===== src/rtl/div_pkg.sv =====
// div_pkg: shared types and constants for the RV32M iterative divider.
// Used by div_unit and div_step (optional early-out build: DIV_EARLY_OUT_EN).
package div_pkg;

    localparam int DIV_XLEN    = 32;
    localparam int DIV_LATENCY = DIV_XLEN + 2;

    typedef enum logic [2:0] {
        DIV  = 3'b100,
        DIVU = 3'b101,
        REM  = 3'b110,
        REMU = 3'b111
    } div_op_t;

    typedef enum logic [1:0] {
        IDLE = 2'd0,
        BUSY = 2'd1,
        FIX  = 2'd2,
        DONE = 2'd3
    } div_state_t;

endpackage


===== src/rtl/div_step.sv =====
// div_step: one combinational radix-2 restoring iteration on {rem, quo}.
// The shifted partial remainder is XLEN+1 bits wide so the trial subtraction
// never loses its sign bit.
module div_step
    import div_pkg::*;
#(
    parameter int XLEN = DIV_XLEN
) (
    input  logic [XLEN-1:0] i_rem,
    input  logic [XLEN-1:0] i_quo,
    input  logic [XLEN-1:0] i_divisor_mag,
    output logic [XLEN-1:0] o_rem,
    output logic [XLEN-1:0] o_quo
);

    logic [XLEN:0] w_rem_sh;
    logic [XLEN:0] w_trial;

    assign w_rem_sh = {i_rem, i_quo[XLEN-1]};
    assign w_trial  = w_rem_sh - {1'b0, i_divisor_mag};

    // Keep the trial difference when it is non-negative, otherwise restore.
    always_comb begin
        o_rem = w_rem_sh[XLEN-1:0];
        o_quo = {i_quo[XLEN-2:0], 1'b0};
        if (!w_trial[XLEN]) begin
            o_rem = w_trial[XLEN-1:0];
            o_quo = {i_quo[XLEN-2:0], 1'b1};
        end
    end

endmodule


===== src/rtl/div_unit.sv =====
// div_unit: iterative restoring divider for RV32M DIV/DIVU/REM/REMU in EXE.
// Operates on magnitudes and applies the sign fix in a final FIX cycle.
// Optional build macro DIV_EARLY_OUT_EN: divide-by-zero, signed overflow and
// |dividend| < |divisor| finish straight from IDLE into DONE.
module div_unit
    import div_pkg::*;
#(
    parameter int XLEN  = DIV_XLEN,
    parameter int CNT_W = $clog2(XLEN)
) (
    input  logic            clk,
    input  logic            reset,
    input  logic            start,
    input  logic [2:0]      fun3,
    input  logic [XLEN-1:0] dividend,
    input  logic [XLEN-1:0] divisor,
    input  logic            flush,
    output logic [XLEN-1:0] result,
    output logic            done,
    output logic            divide_stall
);

    div_state_t       r_state, w_state_nxt;
    logic [CNT_W-1:0] r_count;
    logic [XLEN-1:0]  r_rem, r_quo, r_dvs_mag, r_result;
    logic [2:0]       r_op;
    logic             r_sign_q, r_sign_r, r_div_zero;

    logic             w_signed_in, w_r_signed, w_r_sel_rem;
    logic [XLEN-1:0]  w_dvd_mag, w_dvs_mag;
    logic [XLEN-1:0]  w_rem_nxt, w_quo_nxt;
    logic [XLEN-1:0]  w_quo_fix, w_rem_fix;
    logic             w_early;
    logic [XLEN-1:0]  w_early_result;

    // Two's-complement magnitude; the most negative value maps to itself,
    // which is the correct unsigned magnitude.
    function automatic logic [XLEN-1:0] mag(input logic [XLEN-1:0] v,
                                            input logic            is_signed);
        return (is_signed && v[XLEN-1]) ? (~v + 1'b1) : v;
    endfunction

    assign w_signed_in = ~fun3[0];
    assign w_dvd_mag   = mag(dividend, w_signed_in);
    assign w_dvs_mag   = mag(divisor, w_signed_in);

    assign w_r_signed  = (r_op == DIV) || (r_op == REM);
    assign w_r_sel_rem = (r_op == REM) || (r_op == REMU);

    // Divide by zero leaves quo all ones; suppressing its negation gives -1.
    assign w_quo_fix = (r_sign_q && !r_div_zero) ? (~r_quo + 1'b1) : r_quo;
    assign w_rem_fix = r_sign_r ? (~r_rem + 1'b1) : r_rem;

    div_step #(.XLEN(XLEN)) u_step (
        .i_rem         (r_rem),
        .i_quo         (r_quo),
        .i_divisor_mag (r_dvs_mag),
        .o_rem         (w_rem_nxt),
        .o_quo         (w_quo_nxt)
    );

`ifdef DIV_EARLY_OUT_EN
    logic w_dz_in, w_ovf_in, w_small_in;

    assign w_dz_in    = (divisor == '0);
    assign w_ovf_in   = w_signed_in && (dividend == {1'b1, {(XLEN-1){1'b0}}})
                        && (divisor == '1);
    assign w_small_in = (w_dvd_mag < w_dvs_mag);
    assign w_early    = w_dz_in || w_ovf_in || w_small_in;

    // Resolve the special cases directly from the raw operands.
    always_comb begin
        w_early_result = fun3[1] ? dividend : '0;
        if (w_dz_in)
            w_early_result = fun3[1] ? dividend : '1;
        else if (w_ovf_in)
            w_early_result = fun3[1] ? '0 : dividend;
    end
`else
    assign w_early        = 1'b0;
    assign w_early_result = '0;
`endif

    // Next-state logic; flush aborts from any state.
    always_comb begin
        w_state_nxt = r_state;
        if (flush) begin
            w_state_nxt = IDLE;
        end else begin
            case (r_state)
                IDLE:    if (start) w_state_nxt = w_early ? DONE : BUSY;
                BUSY:    if (r_count == '0) w_state_nxt = FIX;
                FIX:     w_state_nxt = DONE;
                DONE:    w_state_nxt = IDLE;
                default: w_state_nxt = IDLE;
            endcase
        end
    end

    // State register.
    always_ff @(posedge clk or posedge reset) begin
        if (reset) r_state <= IDLE;
        else       r_state <= w_state_nxt;
    end

    // Operand capture, per-cycle iteration and final result register.
    always_ff @(posedge clk or posedge reset) begin
        if (reset) begin
            r_count    <= '0;
            r_rem      <= '0;
            r_quo      <= '0;
            r_dvs_mag  <= '0;
            r_result   <= '0;
            r_op       <= '0;
            r_sign_q   <= 1'b0;
            r_sign_r   <= 1'b0;
            r_div_zero <= 1'b0;
        end else begin
            case (r_state)
                IDLE: begin
                    if (start && !flush) begin
                        r_rem      <= '0;
                        r_quo      <= w_dvd_mag;
                        r_dvs_mag  <= w_dvs_mag;
                        r_sign_q   <= w_signed_in & (dividend[XLEN-1] ^ divisor[XLEN-1]);
                        r_sign_r   <= w_signed_in & dividend[XLEN-1];
                        r_div_zero <= (divisor == '0);
                        r_op       <= fun3;
                        r_count    <= CNT_W'(XLEN - 1);
                        if (w_early) r_result <= w_early_result;
                    end
                end
                BUSY: begin
                    r_rem   <= w_rem_nxt;
                    r_quo   <= w_quo_nxt;
                    r_count <= r_count - CNT_W'(1);
                end
                FIX: begin
                    if (w_r_signed) r_result <= w_r_sel_rem ? w_rem_fix : w_quo_fix;
                    else            r_result <= w_r_sel_rem ? r_rem : r_quo;
                end
                default: ;
            endcase
        end
    end

    assign done         = (r_state == DONE);
    assign result       = (r_state == DONE) ? r_result : '0;
    assign divide_stall = !flush && (((r_state == IDLE) && start) ||
                                     (r_state == BUSY) || (r_state == FIX));

endmodule


===== config.mk =====
export PLATFORM = sky130hd
export DESIGN_NAME = div_unit
export DESIGN_NICKNAME = d
export VERILOG_FILES = /design/src/rtl/div_pkg.sv /design/src/rtl/div_step.sv /design/src/rtl/div_unit.sv
export SDC_FILE = /design/constraint.sdc
export NUM_CORES = 1
export LEC_CHECK = 0
export ABC_AREA = 1
export CORE_UTILIZATION = 55
export CTS_BUF_LIST = sky130_fd_sc_hd__clkbuf_8 sky130_fd_sc_hd__clkbuf_16
export DETAILED_ROUTE_END_ITERATION = 16
export GPL_ROUTABILITY_DRIVEN = 0
export HOLD_SLACK_MARGIN = 0.12
export PLACE_DENSITY = 0.76
export SYNTH_ARGS = -nofsm -noshare
export SYNTH_HDL_FRONTEND = slang
export SYNTH_SLANG_ARGS = --single-unit
export TNS_END_PERCENT = 20

===== constraint.sdc =====
create_clock -name clk -period 6.2 [get_ports clk]
set_input_delay 0.62 -clock clk [delete_from_list [all_inputs] [get_ports clk]]
set_output_delay 0.62 -clock clk [all_outputs]
set_load 0.03 [all_outputs]

==> reports/metrics.yaml <==
status:
  run_status: "completed"
clocking:
  clk_pin_slew_ns: 0.07
  htreeDepth: 4
  cts_tree: "done"
  postCtsSetupBuffers: 0
  numCtsBuffers: 17
  cts_sinks: 141
  hold_buffers: 0
  cts_root_buf: "clkbuf_16"
  clk-insertion-delay-late_ns: 0.44
  cts_resized: 0
  cts_max_path_buffers: 2
final_layout:
  syn2layout_area_growth_pct: 13.74
  instances_no_fill: 2666
  diodes: 0
  regArea_um2: 3528
  stdcell_area_um2: 15280
  fill_cells: 2350
  post-route-util: 0.6451
  multiInputGateArea_um2: 8249
  layout.nets: 2448
  layout-drive-gt1-share: 0.04815
grt:
  grt-ovfl-total: 0
  grt_pass1_vias: 13420
  gr-usage-all-layers: 0.3428
  antenna_found_initial: 0
  grt_pass1_wl_um: 66930
  grt_max_degree: 79
placed_design:
  hpwlAfterDp_um: 32280
  numPlacedInstances: 2634
  pre_cts_ws_ns: 2.536
  port_buffers: 104
  post_dp_cell_area_um2: 14690
power_and_ir_drop:
  power_leakage_nw: 8.339
  vdd_ir_drop_max_mv: 0.1873
  p_seq_frac: 0.269
  power_density_nw_per_um2: 367.1
  p_sw_frac: 0.5017
  power_mw: 5.609
  clkPwrFrac: 0.187
  power.internal_mw: 2.795
  combinationalPowerShare: 0.544
  power_switching_mw: 2.814
flow_run:
  cap_violations: 0
timing:
  min_period_over_period: 0.6648
  tightest_slew_ns: 1.028
  grt_setup_unrepaired: "no"
  holdWs_ns: 0.4849
  setup_tns_ns: 0
  fin_ws_ns: 2.078
  fmax_mhz: 242.6
  finalMaxSlewViolations: 0
  hold_viol_final: 0
  skew_ns: 0.01541
  post-route-min-period_ns: 4.122
  slew_headroom: 0.3149
  setup_viol: 0
worst_hold_path:
  hold_path.class: "flop to flop"
  worstHoldPathCells: 2
  min_from: "r_result[21]"
  min_to: "r_result[21]"
critical_path:
  critPathSlowestCell: "ha_1"
  crit_top_cell: "inv_1"
  cp_max_fo: 26
  crit_type: "flop to output port"
  cpPeakStageDelay_ns: 0.84
  r2r_cells: 8
  worst_ep_arrival_time_ns: 3.50
  cp-end-kind: "output port"
  path_cells: "inv_1 -> ha_1 -> inv_1 -> a31oi_1 -> clkdlybuf4s50_1"
  worst_setup_path_start_kind: "flop"
  r2r-end: "r_quo[15]"
  r2r_setup_slack_ns: 2.77
  required_ns: 5.58
  r2r_start: "r_state[1]"
synth:
  yosysTopAreaCellShare: 0.2627
  async_flop_share: 1.000
  synth_nets: 2383
  ys_ff_latch: 141
  synth-main-ff-cell: "dfrtp_1"
  synth_top_area_cell: "dfrtp_1"
  synth.area.top_cells: "dfrtp_1 (26%), nand2_1 (20%), inv_1 (9.8%)"
  syn_area_um2: 13430
  postSynthAreaPerCell_um2: 5.920
  synth.distinct_cells: 47
  ys_warn_count: 0
  ys_seq_area_frac: 0.2627
  netlist_instances: 2269
  synth-edff-count: 0
floorplanning:
  initial_core_util: 0.5671
  die_y_um: 158.3
  ioPinCount: 105
  rows: 56
  coreArea_um2: 23680
  die_area_um2: 25050
  die_w_um: 158.3
detailed_routing:
  vias_per_cell: 5.583
  num_vias: 14880
  dr.first_iter.drc_count: 1485
  wirelength_um: 41920
  drt-wirelength-per-cell_um: 15.72
  drc: 0
  final_antenna_net_count: 0
  dr.pass1.iters: 8
-- metal layers --
layer	wire length, um	up-vias	track usage
li1	-	7336	-
met1	17720	6848	0.4426
met2	19590	602	0.5675
met3	2653	97	0.04001
met4	1951	0	0.1712
met5	0	-	0
-- kinds of logic after synthesis --
group	share of synthesized area
simple gates	0.4152
compound gates	0.1275
buf+inv	0.1246
xor+xnor	0.02934
flops	0.2627
fa+ha+maj	0.04061
-- sequential cells by signal (all words and copies together), names as in the netlist --
register    cells
r_sign_r        1
r_count         5
r_result       32
r_rem          32
r_quo          32
r_div_zero      1
r_state         2
r_op            3
r_sign_q        1
r_dvs_mag      32
-- worst max-delay path by stage --
stage | start | to | slack (ns)
3_5_place_dp | r_state[1] | divide_stall | 2.54
4_1_cts | r_state[1] | divide_stall | 2.07
2_1_floorplan | reset | r_count[0] | 1.80
5_1_grt | r_state[1] | divide_stall | 1.89
6_report | r_state[1] | divide_stall | 2.08
3_3_place_gp | r_state[1] | divide_stall | 2.61
-- cells in the mapped netlist, types with 3 or more instances --
| cell | instances |
|---|---|
| buf_2 | 11 |
| o31ai_1 | 10 |
| nor4_1 | 3 |
| nand3b_1 | 18 |
| o21bai_1 | 7 |
| inv_1 | 350 |
| o2111ai_1 | 4 |
| nand2_1 | 729 |
| a31oi_1 | 6 |
| nor3_1 | 22 |
| dfrtp_1 | 141 |
| buf_1 | 7 |
| xnor2_1 | 8 |
| nand3_2 | 3 |
| nand3_1 | 244 |
| inv_2 | 9 |
| o21ai_0 | 159 |
| nor2_2 | 4 |
| nand2_4 | 9 |
| o22ai_1 | 10 |
| a21oi_1 | 80 |
| nor2_1 | 205 |
| nand4_1 | 27 |
| nand2_2 | 26 |
| xor2_1 | 37 |
| clkbuf_1 | 52 |
| a21oi_4 | 3 |
| o221ai_1 | 3 |
| and2_1 | 5 |
| o211ai_1 | 15 |
| ha_1 | 42 |
-- power by group through the flow --
stage                     combinational [mW]  clock, mW  sequential, mW
after floorplan                         2.23          0            1.43
after global placement                  2.90          0            1.50
after detailed placement                2.99          0            1.51
after CTS                               3.00       1.05            1.50
after global routing                    3.42       1.09            1.55
final                                   3.05       1.05            1.51
-- cell usage in the layout, fill, tap and decap left out, drive strengths merged --
cell type / netlist / layout
dfrtp: 141 / 141
ha: 42 / 42
a22oi: 1 / 1
a311oi: 1 / 1
or2: 2 / 2
fa: 1 / 1
o21ai: 160 / 160
a21o: 2 / 2
bufinv: 0 / 2
a21oi: 84 / 84
o211ai: 15 / 15
nor2: 210 / 210
nand2: 764 / 764
nand4: 27 / 27
clkbuf: 52 / 17
and2: 5 / 5
xor2: 37 / 37
inv: 359 / 365
clkinv: 2 / 9
o311ai: 1 / 1
nand3b: 18 / 18
xnor2: 8 / 8
clkdlybuf4s50: 0 / 104
o221ai: 3 / 3
nor4: 3 / 3
o21bai: 7 / 7
a221oi: 1 / 1
o22ai: 10 / 10
o2111ai: 4 / 4
nand3: 249 / 249
buf: 21 / 15
or4: 1 / 1
o31ai: 10 / 10
a31oi: 6 / 6
nor3: 22 / 22
-- area by class of cell --
cell class	count	share of cell area
clock buffers	17	0.02785
clock inverters	15	0.01057
inverters	361	0.08902
multi-input cells	1694	0.5400
flip-flops and latches	141	0.2310
well taps	319	0.02613
repair buffers	119	0.07551
-- critical path, delay by kind of cell (launching register included) --
kind	cells	cell delay [ns]
flip-flops	1	0.41
adder cells (fa/ha/maj)	1	0.84
AO/OA/AOI/OAI	1	0.35
buffers and inverters	3	1.46
(Power assumes the default switching activity.)
